<file path="config.mk">
export PLATFORM = sky130hd
export DESIGN_NAME = tx_rs_layer_flat
export DESIGN_NICKNAME = d
export VERILOG_FILES = /design/src/rtl/tx_rs_layer_if.sv /design/src/rtl/tx_rs_layer.sv /design/src/flat_wrapper.sv
export SDC_FILE = /design/constraint.sdc
export NUM_CORES = 1
export LEC_CHECK = 0
export BUFFER_PORTS_ARGS = -buffer_cell sky130_fd_sc_hd__buf_2
export CAP_MARGIN = 0
export CELL_PAD_IN_SITES_DETAIL_PLACEMENT = 1
export CELL_PAD_IN_SITES_GLOBAL_PLACEMENT = 2
export CORE_MARGIN = 3
export CORE_UTILIZATION = 32
export CTS_CLUSTER_DIAMETER = 120
export CTS_CLUSTER_SIZE = 14
export DETAILED_ROUTE_END_ITERATION = 10
export PLACE_DENSITY = 0.94
export SYNTH_ARGS = -nofsm -noshare
export SYNTH_HDL_FRONTEND = slang
export SYNTH_SLANG_ARGS = --single-unit
</file>
<file path="constraint.sdc">
create_clock -name txclk_2x -period 3.8 [get_ports txclk_2x]
set_clock_uncertainty 0.05 [all_clocks]
set_input_delay 0.57 -clock txclk_2x [delete_from_list [all_inputs] [get_ports txclk_2x]]
set_output_delay 0.57 -clock txclk_2x [all_outputs]
set_load 0.1 [all_outputs]
</file>
<file path="src/rtl/tx_rs_layer_if.sv">
// ----------------------------------------------------------------------------
// tx_rs_layer_if -- MAC-to-XGMII transmit bus bundle for tx_rs_layer.
//
// Signals:
//   txd64      MAC data word, lane n = bits 8n+7:8n, lane 0 first on the wire
//   txc8       per-lane control flags for txd64
//   link_fault 00 OK, 01 local fault, 10 remote fault, 11 same as 01
//   tx_ack     high in the cycle whose closing edge samples txd64/txc8
//   txd_out    32-bit XGMII column, lane 0 = bits 7:0
//   txc_out    XGMII per-lane control flags
//   tx_mode    mode of the last sampled word (00 pass, 01 RF, 10 idle)
//   drop_cnt   saturating count of MAC words discarded in fault modes
//
// Modports: master = MAC / stimulus side, slave = tx_rs_layer.
// ----------------------------------------------------------------------------
interface tx_rs_layer_if #(
  parameter int DROP_CNT_W = 16
);
  logic [63:0]           txd64;
  logic [7:0]            txc8;
  logic [1:0]            link_fault;
  logic                  tx_ack;
  logic [31:0]           txd_out;
  logic [3:0]            txc_out;
  logic [1:0]            tx_mode;
  logic [DROP_CNT_W-1:0] drop_cnt;

  modport master (
    output txd64, txc8, link_fault,
    input  tx_ack, txd_out, txc_out, tx_mode, drop_cnt
  );

  modport slave (
    input  txd64, txc8, link_fault,
    output tx_ack, txd_out, txc_out, tx_mode, drop_cnt
  );
endinterface

</file>
<file path="src/rtl/tx_rs_layer.sv">
// ----------------------------------------------------------------------------
// tx_rs_layer -- transmit reconciliation sublayer.
//
// Takes one 64-bit MAC word every two txclk_2x cycles and emits it as two
// 32-bit XGMII columns (low half first). Depending on link_fault the word is
// passed through, or replaced by Remote Fault or Idle columns; replaced words
// are counted in drop_cnt (saturating).
//
// Ports:
//   txclk_2x  sole clock, rising edge
//   reset     synchronous, active-high
//   bus       tx_rs_layer_if.slave (data in, ack, columns out, status)
//
// Configuration macro: TX_RS_FRAME_GUARD_EN
//   defined   - a frame in progress (Start seen, no Terminate yet) is always
//               forwarded; a fault takes effect after the Terminate word.
//   undefined - a fault takes effect at the next sampling edge and may cut a
//               frame short; any replaced word clears the in-frame flag.
// ----------------------------------------------------------------------------
module tx_rs_layer #(
  parameter int DROP_CNT_W = 16
) (
  input  logic           txclk_2x,
  input  logic           reset,
  tx_rs_layer_if.slave   bus
);

  typedef enum logic [1:0] {
    MODE_PASS = 2'b00,
    MODE_RF   = 2'b01,
    MODE_IDLE = 2'b10
  } mode_e;

  localparam logic [31:0] IDLE_D   = 32'h07070707;
  localparam logic [3:0]  IDLE_C   = 4'hF;
  localparam logic [31:0] RF_D     = 32'h0200009C;
  localparam logic [3:0]  RF_C     = 4'b0001;
  localparam logic [7:0]  CH_START = 8'hFB;
  localparam logic [7:0]  CH_TERM  = 8'hFD;

  localparam logic [DROP_CNT_W-1:0] DROP_ONE = {{(DROP_CNT_W-1){1'b0}}, 1'b1};
  localparam logic [DROP_CNT_W-1:0] DROP_MAX = {DROP_CNT_W{1'b1}};

  logic                  phase;     // 0 = sampling cycle, 1 = high-half cycle
  logic                  in_frame;
  mode_e                 mode_q;
  logic [31:0]           txd_q;
  logic [3:0]            txc_q;
  logic [31:0]           hi_d_q;
  logic [3:0]            hi_c_q;
  logic [DROP_CNT_W-1:0] drop_q;

  mode_e                 fault_mode;
  mode_e                 eff_mode;
  logic [63:0]           sel_d;
  logic [7:0]            sel_c;
  logic                  in_frame_nxt;

  // Mode requested by the link state alone.
  always_comb begin
    // NOTE: every always_comb output gets a default first, so no branch can
    // leave it unassigned and infer a latch.
    fault_mode = MODE_RF;
    case (bus.link_fault)
      2'b00:   fault_mode = MODE_PASS;
      2'b10:   fault_mode = MODE_IDLE;
      default: fault_mode = MODE_RF;
    endcase
  end

`ifdef TX_RS_FRAME_GUARD_EN
  // A frame in progress is never cut: pass until the Terminate word is out.
  assign eff_mode = in_frame ? MODE_PASS : fault_mode;
`else
  assign eff_mode = fault_mode;
`endif

  // Word selection and frame tracking for the word being sampled.
  always_comb begin
    sel_d        = bus.txd64;
    sel_c        = bus.txc8;
    in_frame_nxt = in_frame;
    case (eff_mode)
      MODE_RF: begin
        sel_d = {RF_D, RF_D};
        sel_c = {RF_C, RF_C};
      end
      MODE_IDLE: begin
        sel_d = {IDLE_D, IDLE_D};
        sel_c = {IDLE_C, IDLE_C};
      end
      default: ;
    endcase

    if (eff_mode == MODE_PASS) begin
      // Scan in wire order so the last Start/Terminate in the word wins.
      for (int i = 0; i < 8; i++) begin
        if (bus.txc8[i] && bus.txd64[8*i +: 8] == CH_START) in_frame_nxt = 1'b1;
        if (bus.txc8[i] && bus.txd64[8*i +: 8] == CH_TERM)  in_frame_nxt = 1'b0;
      end
    end else begin
      // A discarded word never leaves a partial frame open.
      in_frame_nxt = 1'b0;
    end
  end

  always_ff @(posedge txclk_2x) begin
    // NOTE: sequential state uses non-blocking assignments only, so every
    // register here sees the values from before this edge.
    if (reset) begin
      phase    <= 1'b0;
      in_frame <= 1'b0;
      mode_q   <= MODE_IDLE;
      txd_q    <= IDLE_D;
      txc_q    <= IDLE_C;
      drop_q   <= '0;
    end else begin
      phase <= ~phase;
      if (!phase) begin
        txd_q    <= sel_d[31:0];
        txc_q    <= sel_c[3:0];
        mode_q   <= eff_mode;
        in_frame <= in_frame_nxt;
        if (eff_mode != MODE_PASS && drop_q != DROP_MAX)
          drop_q <= drop_q + DROP_ONE;
      end else begin
        txd_q <= hi_d_q;
        txc_q <= hi_c_q;
      end
    end
  end

  // NOTE: the high-half holding register has no reset: phase is 0 after
  // reset, so it is always written at a sampling edge before it is driven.
  always_ff @(posedge txclk_2x) begin
    if (!phase) begin
      hi_d_q <= sel_d[63:32];
      hi_c_q <= sel_c[7:4];
    end
  end

  assign bus.tx_ack   = ~phase;
  assign bus.txd_out  = txd_q;
  assign bus.txc_out  = txc_q;
  assign bus.tx_mode  = mode_q;
  assign bus.drop_cnt = drop_q;

endmodule

</file>
<file path="src/flat_wrapper.sv">
// flat-port wrapper written by rule: the top's interface ports become plain ports
module tx_rs_layer_flat 
#(
  parameter int DROP_CNT_W = 16
)
  (txclk_2x, reset, bus_txd64, bus_txc8, bus_link_fault, bus_tx_ack, bus_txd_out, bus_txc_out, bus_tx_mode, bus_drop_cnt);
  tx_rs_layer_if #(.DROP_CNT_W(DROP_CNT_W)) bus_i ();
  input  logic txclk_2x;
  input  logic reset;
  input wire logic [$bits(bus_i.txd64)-1:0] bus_txd64;
  input wire logic [$bits(bus_i.txc8)-1:0] bus_txc8;
  input wire logic [$bits(bus_i.link_fault)-1:0] bus_link_fault;
  output wire logic [$bits(bus_i.tx_ack)-1:0] bus_tx_ack;
  output wire logic [$bits(bus_i.txd_out)-1:0] bus_txd_out;
  output wire logic [$bits(bus_i.txc_out)-1:0] bus_txc_out;
  output wire logic [$bits(bus_i.tx_mode)-1:0] bus_tx_mode;
  output wire logic [$bits(bus_i.drop_cnt)-1:0] bus_drop_cnt;
  assign bus_i.txd64 = bus_txd64;
  assign bus_i.txc8 = bus_txc8;
  assign bus_i.link_fault = bus_link_fault;
  assign bus_tx_ack = bus_i.tx_ack;
  assign bus_txd_out = bus_i.txd_out;
  assign bus_txc_out = bus_i.txc_out;
  assign bus_tx_mode = bus_i.tx_mode;
  assign bus_drop_cnt = bus_i.drop_cnt;
  tx_rs_layer #(.DROP_CNT_W(DROP_CNT_W)) u_core (.txclk_2x(txclk_2x), .reset(reset), .bus(bus_i));
endmodule
</file>
# ---- Word level (Yosys, flattened, before mapping)
# Cells that the tools add are included.
dict set report classes {
  add_sub_neg 1
  n_mul 0
  n_div 0
  n_lt_le_gt_ge 0
  n_eq_ne 4
  shifts 0
  n_mux 5
  bitwise 1
  reduce_logical 4
}
# operator n
set ops {}
lappend ops {{64-bit one-hot mux with 2 select lines} 1}
lappend ops {{32-bit two-way mux} 1}
lappend ops {{16-bit by 1-bit adder with 16-bit output, second input constant} 1}
lappend ops {{16-bit inequality test, second input constant} 1}
lappend ops {{8-bit one-hot mux with 2 select lines} 1}
lappend ops {{2-bit equality test, second input constant} 2}
lappend ops {{4-bit two-way mux} 1}
lappend ops {{2-bit one-hot mux with 2 select lines} 1}
lappend ops {{2-bit by 1-bit equality test with 1-bit output, second input constant} 1}
lappend ops {{2-bit zero test} 1}
lappend ops {{2-bit AND reduction} 1}
lappend ops {{2-bit nonzero test} 1}
lappend ops {{1-bit logical AND} 1}
lappend ops {{1-bit inverter} 1}
dict set report word_totals {
  ff_bits 91
  latch_bits 0
  mem_bits_rw 0
  romBits 0
  in_bits 76
  out_inout_bits 55
  word_cells 22
  memories 0
}

# ---- Depth between registers and ports, before layout
# Gate-level depths: netlist of the first run.
dict set report logic_depth {
  word_depth 5
  ltp_mapped 7
  mapped_depth_nobuf 5
}

# ---- Least setup slack after synthesis of the first run
# No wires, ideal clock.
dict set report synth_path {
  kind {flip-flop to flip-flop}
  startpoint {reg u_core.drop_q[1], in the netlist u_core.bus.drop_cnt[1]}
  endpoint {reg u_core.drop_q[15], in the netlist u_core.bus.drop_cnt[15]}
  setup_ns 0.121
  t_arrival_ns 2.483
  required_time_ns 3.629
  slack_ns 1.146
  stages_incl_launch_ff 7
  n_path_buf 1
  synth_period_minus_slack_ns 2.654
  cell_sequence {dfxtp_1 ha_1 nand4_2 nor4b_4 buf_6 nor4_2 mux2_4}
}
dict set report synth_between {
  elab_chain_cells 3
  word_cells_on_any_way 4
  classes_between {add/sub: 1; eq/ne: 1; reduce/logical: 2}
}
# item line
set synth_rtl {}
lappend synth_rtl {{start, declared} tx_rs_layer.sv:51} ;# logic [DROP_CNT_W-1:0] drop_q;
lappend synth_rtl {{start signal, assigned} tx_rs_layer.sv:125} ;# drop_q <= drop_q + DROP_ONE;
lappend synth_rtl {{branches (longest 3 deep; another with 16-bit by 1-bit adder with 16-bit output)} -}
# Several ways; the timed one is not identified.
# A chain may end at the register's enable or synchronous reset.

# ---- Worst setup path in the final report of the first run
dict set report layout_path {
  startpoint {reg u_core.drop_q[0], in the netlist u_core.bus.drop_cnt[0]}
  endpoint {reg u_core.drop_q[15], in the netlist u_core.bus.drop_cnt[15]}
}
# The elaborated chain is that of the path after synthesis.

==> run metrics, run 1 <==
hold wc startpoint bus_txd64[2]; DIE HEIGHT 112 um; I/O pins 131; CTS Root Cell clkbuf_8; CTS resizes 0; fillers 1241; RSZ-0062 raised after global routing false; GR Util All Layers 0.149; Power Dens Cells 475 nW/um^2; area of the mapped netlist 3590 sq um; count of final hold-check violations 0; # rows 38; layout cells sized above 1 0.379; Core ar. 10900 sq um; TritonRoute pass-1 iters 4; Placed Instance Area 4320 sq um; GRT overflow 0; Tmin final 2.50 ns; leading area contributor after synthesis dfxtp_1; critical path type register to register; CTS tree yes; Reg2Reg Setup Slack 1.30 ns; Slew HR 0.270; post-DP HPWL 6570 um; Startpoint Class register; Fmax 0.400 GHz; Leak Pwr 1.93 nW; Synth top area share 0.307; count leader, synth dfxtp_1; initial antenna violation count 0; EDFF count, synth 36; fin nets 515; ys async rst share 0; DRC viols 0; Final ANT Viol Nets 0; Antenna Cells 0; Hold Crit Class input pin to register; later-pin clock latency in the skew report 0.36 ns; multi-input combinational cell area 1270 sq um; VDD IR max 225 uV; Clock Tree Buf Depth 2; Worst-Margin Slew 1.09 ns; via count 2866; DRT iter0 DRCs 137; met3 Usage GRT 0.0440; global-route wire length before repair 14800 um; met1 usage 0.193; die width 112 um; Sequential Area 2180 sq um; Initial Util 0.329; Via-to-Cell Ratio 4.92; Critical Path RT 4.00 ns; Post-Route WL 9320 um; count of input and output buffers 130; pin count of the biggest net entering global routing 41; die area 12500 sq um; setup_tns 0 ns; CTS Buf Count 9; Cells after Synth 316; Mapped Nets 393; sequential element share of the synthesized area 0.609; Slew Limit Fails 0; hold_buf cts 0; Seq cells post-synth 91; Worst Hold Path Cells 2; Ys Warns 0; vias in the first global route 2941; # setup viols final 0; design area 4510 sq um; Area Overhead vs Synth 25.9%; leading post-synthesis cells by cell area dfxtp_1 31%, edfxtp_1 30%, a22o_1 4.2%; status finished clean; Top Usage Layer GRT met2; top cell types by occurrence after synthesis 55 x dfxtp_1, 36 x edfxtp_1, 33 x nor2_1; CTS clk-pin slew, worst paths 0.09 ns; htree depth 3; crit end category register; RR Endpoint u_core.bus.drop_cnt[15]$_SDFFE_PP0P_; synthesized area per cell 11.3 sq um; Hold EP u_core.bus.txd_out[2]$_SDFF_PP1_; Synth cell types 44; routability cong. 0.763; clock sinks 91; crit share post-route 0.658; postcts setup bufs 0; main flop type after synthesis dfxtp_1; R2R cell count 5; CP max FO 23; Worst Hold Slack 0.362 ns; Data arrival, critical path 2.70 ns; WL/cell 16.0 um; Design Power 2.14 mW; GR Util met2 0.233; worst r2r src u_core.bus.drop_cnt[0]$_SDFFE_PP0P_; Max Cap Violations 0
==> layout make-up <==
class                      count  share of cell area
clock buffer                  11              0.0313
multi-input combinational    197               0.281
sequential                    91               0.484
inverter                       7             0.00582
clock inverter                 5              0.0119
tap                          140              0.0388
timing repair buffer         132               0.147
==> how the worst max path moves through the flow <==
stage,startpoint,to,slack [ns],cells after the start
after CTS,u_core.bus.drop_cnt[0]$_SDFFE_PP0P_,u_core.bus.drop_cnt[15]$_SDFFE_PP0P_,1.25,5
after floorplan,u_core.bus.drop_cnt[1]$_SDFFE_PP0P_,u_core.bus.drop_cnt[15]$_SDFFE_PP0P_,1.15,6
after detailed placement,u_core.bus.drop_cnt[0]$_SDFFE_PP0P_,u_core.bus.drop_cnt[15]$_SDFFE_PP0P_,1.29,5
after global routing,u_core.bus.drop_cnt[0]$_SDFFE_PP0P_,u_core.bus.drop_cnt[15]$_SDFFE_PP0P_,1.07,5
after global placement,bus_link_fault[1],u_core.bus.drop_cnt[4]$_SDFFE_PP0P_,1.34,4
final,u_core.bus.drop_cnt[0]$_SDFFE_PP0P_,u_core.bus.drop_cnt[15]$_SDFFE_PP0P_,1.30,5
==> through the flow <==
stage / utilization / instances / worst slack [ns]
floorplan: - / 316 / 1.15
global placement: 0.397 / 567 / 1.34
detailed placement: 0.397 / 567 / 1.29
CTS: 0.415 / 583 / 1.25
global route: 0.415 / 583 / 1.07
finish: 0.415 / 583 / 1.30
==> critical path: stages, from the launching register on <==
cell and delay, ns:
dfxtp_1 0.47, ha_1 0.28, nand4_2 0.21, nor4b_4 0.97
nor4_2 0.08, mux2_4 0.33
==> cell families (layout without fill, tap and decap cells) <==
group	Yosys count	after routing	synth area share
buffers and inverters	28	155	0.0377
AO/OA/AOI/OAI	85	85	0.161
AND/OR/NAND/NOR	108	108	0.179
multiplexers	3	3	0.0112
adder cells (fa/ha/maj)	1	1	0.00349
flip-flops	91	91	0.609
==> cell usage in the layout, fill, tap and decap left out, types with 3 or more instances in the layout <==
cell type | Yosys | routed
buf_2 | 3 | 130
nor2_1 | 33 | 33
inv_1 | 6 | 6
or4_1 | 9 | 9
a221oi_1 | 3 | 3
a22o_1 | 17 | 17
nand3_1 | 7 | 7
clkinv_2 | 0 | 3
nand4_2 | 3 | 3
a21oi_1 | 25 | 25
and2_1 | 17 | 17
o31ai_1 | 11 | 11
o22a_1 | 3 | 3
a21o_1 | 3 | 3
edfxtp_1 | 36 | 36
a21oi_2 | 3 | 3
o21ai_0 | 14 | 14
dfxtp_1 | 55 | 55
or3_1 | 4 | 4
clkbuf_8 | 0 | 10
nand2_1 | 19 | 19
o21ai_1 | 3 | 3
==> state kept, by name, indices dropped and copies added, names as in the netlist <==
name                 flops
u_core.bus.tx_mode       2
u_core.hi_c_q            4
u_core.bus.txc_out       4
u_core.bus.drop_cnt     16
u_core.hi_d_q           32
u_core.bus.txd_out      32
u_core.phase             1
==> layer usage <==
| metal | wire [um] | up-vias | part of all wire |
|---|---|---|---|
| li1 | - | 1398 | - |
| met1 | 4300 | 1347 | 0.46 |
| met2 | 4170 | 107 | 0.45 |
| met3 | 671 | 14 | 0.072 |
| met4 | 176 | 0 | 0.019 |
| met5 | 0 | - | 0 |
==> report_power, final <==
group | switching, mW | internal, mW
Sequential | 0.0191 | 1.08
Clock | 0.336 | 0.320
Combinational | 0.309 | 0.0812
(Power assumes the default switching activity.)
==> inputs of run 2 (changes only) <==
--- a/config.mk
+++ b/config.mk
@@ -10,11 +10,11 @@
 export CELL_PAD_IN_SITES_DETAIL_PLACEMENT = 1
 export CELL_PAD_IN_SITES_GLOBAL_PLACEMENT = 2
 export CORE_MARGIN = 3
-export CORE_UTILIZATION = 32
+export CORE_UTILIZATION = 30
 export CTS_CLUSTER_DIAMETER = 120
 export CTS_CLUSTER_SIZE = 14
 export DETAILED_ROUTE_END_ITERATION = 10
-export PLACE_DENSITY = 0.94
+export PLACE_DENSITY = 0.9
 export SYNTH_ARGS = -nofsm -noshare
 export SYNTH_HDL_FRONTEND = slang
 export SYNTH_SLANG_ARGS = --single-unit
==> constraint.sdc (replaced) <==
create_clock -name txclk_2x -period 2.45 [get_ports txclk_2x]
set_clock_uncertainty 0.05 [all_clocks]
set_input_delay 0.3675 -clock txclk_2x [delete_from_list [all_inputs] [get_ports txclk_2x]]
set_output_delay 0.3675 -clock txclk_2x [all_outputs]
set_load 0.1 [all_outputs]
==> run 2 against run 1 <==
  * Critical path depth increased by 1
  * Maximum frequency increased by 18%
  * Sequential cell count unchanged
  * Sequential share of layout area decreased by 1.8 points
  * Clock power increased by 110%
  * Via count increased by 0.98%
  * Die area increased by 6.3%
  * Final cell count increased by 2.2%
  * Largest cell class unchanged
==> run metrics, run 2 (synthesis results as in run 1) <==
Data arrival, critical path 2.29 ns (was 2.70 ns); post-DP HPWL 7000 um (was 6570 um); GRT overflow 0 (unchanged); DRT iter0 DRCs 116 (was 137); Worst-Margin Slew 1.15 ns (was 1.09 ns); # rows 39 (was 38); family with the most delay on the worst path simple AND/OR/NAND/NOR gates (unchanged); # setup viols final 0 (unchanged); VDD IR max 360 uV (was 225 uV); CTS tree yes (unchanged); die area 13300 sq um (was 12500 sq um); postcts setup bufs 0 (unchanged); Final ANT Viol Nets 0 (unchanged); pin count of the biggest net entering global routing 32 (was 41); clock sinks 91 (unchanged); later-pin clock latency in the skew report 0.33 ns (was 0.36 ns); fin nets 523 (was 515); DP Worst Slack 0.336 ns (was 1.29 ns); worst setup margin 0.323 ns (was 1.30 ns); CTS Buf Count 9 (unchanged); count of input and output buffers 130 (unchanged); layout cells sized above 1 0.397 (was 0.379); routability cong. 0.758 (was 0.763); CTS resizes 0 (unchanged); WL/cell 15.8 um (was 16.0 um); count of final hold-check violations 0 (unchanged); Area Overhead vs Synth 30.9% (was 25.9%); Fmax 0.470 GHz (was 0.400 GHz); critical path type register to register (unchanged); commonest non-fill, non-tap cell in the layout buf_2 (unchanged); DIE HEIGHT 115 um (was 112 um); Worst path max stage delay 0.59 ns (was 0.97 ns); CP max FO 15 (was 23); Power Dens Cells 789 nW/um^2 (was 475 nW/um^2); I/O pins 131 (unchanged); Startpoint Class register (unchanged); Core ar. 11600 sq um (was 10900 sq um); via count 2894 (was 2866); Initial Util 0.310 (was 0.329); Placed Instance Area 4380 sq um (was 4320 sq um); Hold Crit Class input pin to register (unchanged); Via-to-Cell Ratio 4.86 (was 4.92); initial antenna violation count 4 (was 0); Clock Tree Buf Depth 2 (unchanged); fillers 1311 (was 1241); crit end category register (unchanged); GR Util All Layers 0.141 (was 0.149); vias in the first global route 2947 (was 2941); Post-Route WL 9410 um (was 9320 um); Design Power 3.71 mW (was 2.14 mW); setup_tns 0 ns (unchanged); DRC viols 0 (unchanged); CTS clk-pin slew, worst paths 0.07 ns (was 0.09 ns); hold_buf cts 0 (unchanged); die width 115 um (was 112 um); crit path cell chain ha_1 -> nand4_2 -> nor4b_4 -> buf_4 -> or4_1 -> a21oi_2 (was ha_1 -> nand4_2 -> nor4b_4 -> nor4_2 -> mux2_4); Leak Pwr 2.02 nW (was 1.93 nW); RSZ-0062 raised after global routing false (unchanged); status finished clean (unchanged); Crit-path slowest cell nor4b_4 (unchanged); Slew HR 0.230 (was 0.270); TritonRoute pass-1 iters 4 (unchanged); Worst Path Buf+Inv 1 (was 0); most frequent cells in the layout 130 x buf_2, 53 x dfxtp_1, 36 x edfxtp_1 (was 130 x buf_2, 55 x dfxtp_1, 36 x edfxtp_1); global-route wire length before repair 14700 um (was 14800 um); htree depth 3 (unchanged); post-layout util 0.406 (was 0.415); crit share post-route 0.868 (was 0.658); Slew Limit Fails 0 (unchanged); Critical Path RT 2.62 ns (was 4.00 ns); design area 4690 sq um (was 4510 sq um); CTS Root Cell clkbuf_16 (was clkbuf_8); Max Cap Violations 0 (unchanged); Tmin final 2.13 ns (was 2.50 ns)
[run 2: worst reg2reg max path: cells and delay by family, from the launching register on]
| family | cells | cell delay (ns) |
|---|---|---|
| simple gates | 3 | 0.95 |
| compound gates | 1 | 0.06 |
| flops | 1 | 0.39 |
| buf+inv | 1 | 0.30 |
| fa+ha+maj | 1 | 0.26 |
[run 2: power by group]
group	internal, mW	switching, mW
combinational	0.135	0.479
clock	0.770	0.622
sequential	1.67	0.0303
total	2.57	1.13
[run 2: worst paths after layout]
check	from	to	slack (ns)	cells after the start
worst min register to register	u_core.hi_c_q[1]$_DFFE_PN_	u_core.bus.txc_out[1]$_SDFF_PP1_	0.41	2
worst max-delay path	u_core.bus.drop_cnt[0]$_SDFFE_PP0P_	u_core.bus.drop_cnt[6]$_SDFFE_PP0P_	0.32	6
worst max register to register	u_core.bus.drop_cnt[0]$_SDFFE_PP0P_	u_core.bus.drop_cnt[6]$_SDFFE_PP0P_	0.32	6
worst min-delay path	bus_txd64[25]	u_core.bus.txd_out[25]$_SDFF_PP1_	0.19	2
[run 2: final cells by class]
class | instances | area, sq um | share of cell area
multi-input cells | 197 | 1270 | 0.270
well taps | 143 | 179 | 0.0381
inverters | 7 | 26.3 | 0.00560
clock buffers | 10 | 250 | 0.0533
diodes | 2 | 5.00 | 0.00107
clock inverters | 6 | 55.1 | 0.0117
repair buffers | 140 | 726 | 0.155
flip-flops and latches | 91 | 2180 | 0.465
[run 2: metrics by stage]
stage,hold slack [ns],instances
finish,0.188,596
global route,0.178,596
CTS,0.172,594
detailed placement,0.400,578
global placement,0.395,578
floorplan,0.379,316
[run 2: per-layer routing]
metal | global-route usage | share of wire
met5 | 0 | 0.0022
met4 | 0.0571 | 0.017
met3 | 0.0400 | 0.064
met2 | 0.224 | 0.45
met1 | 0.182 | 0.47
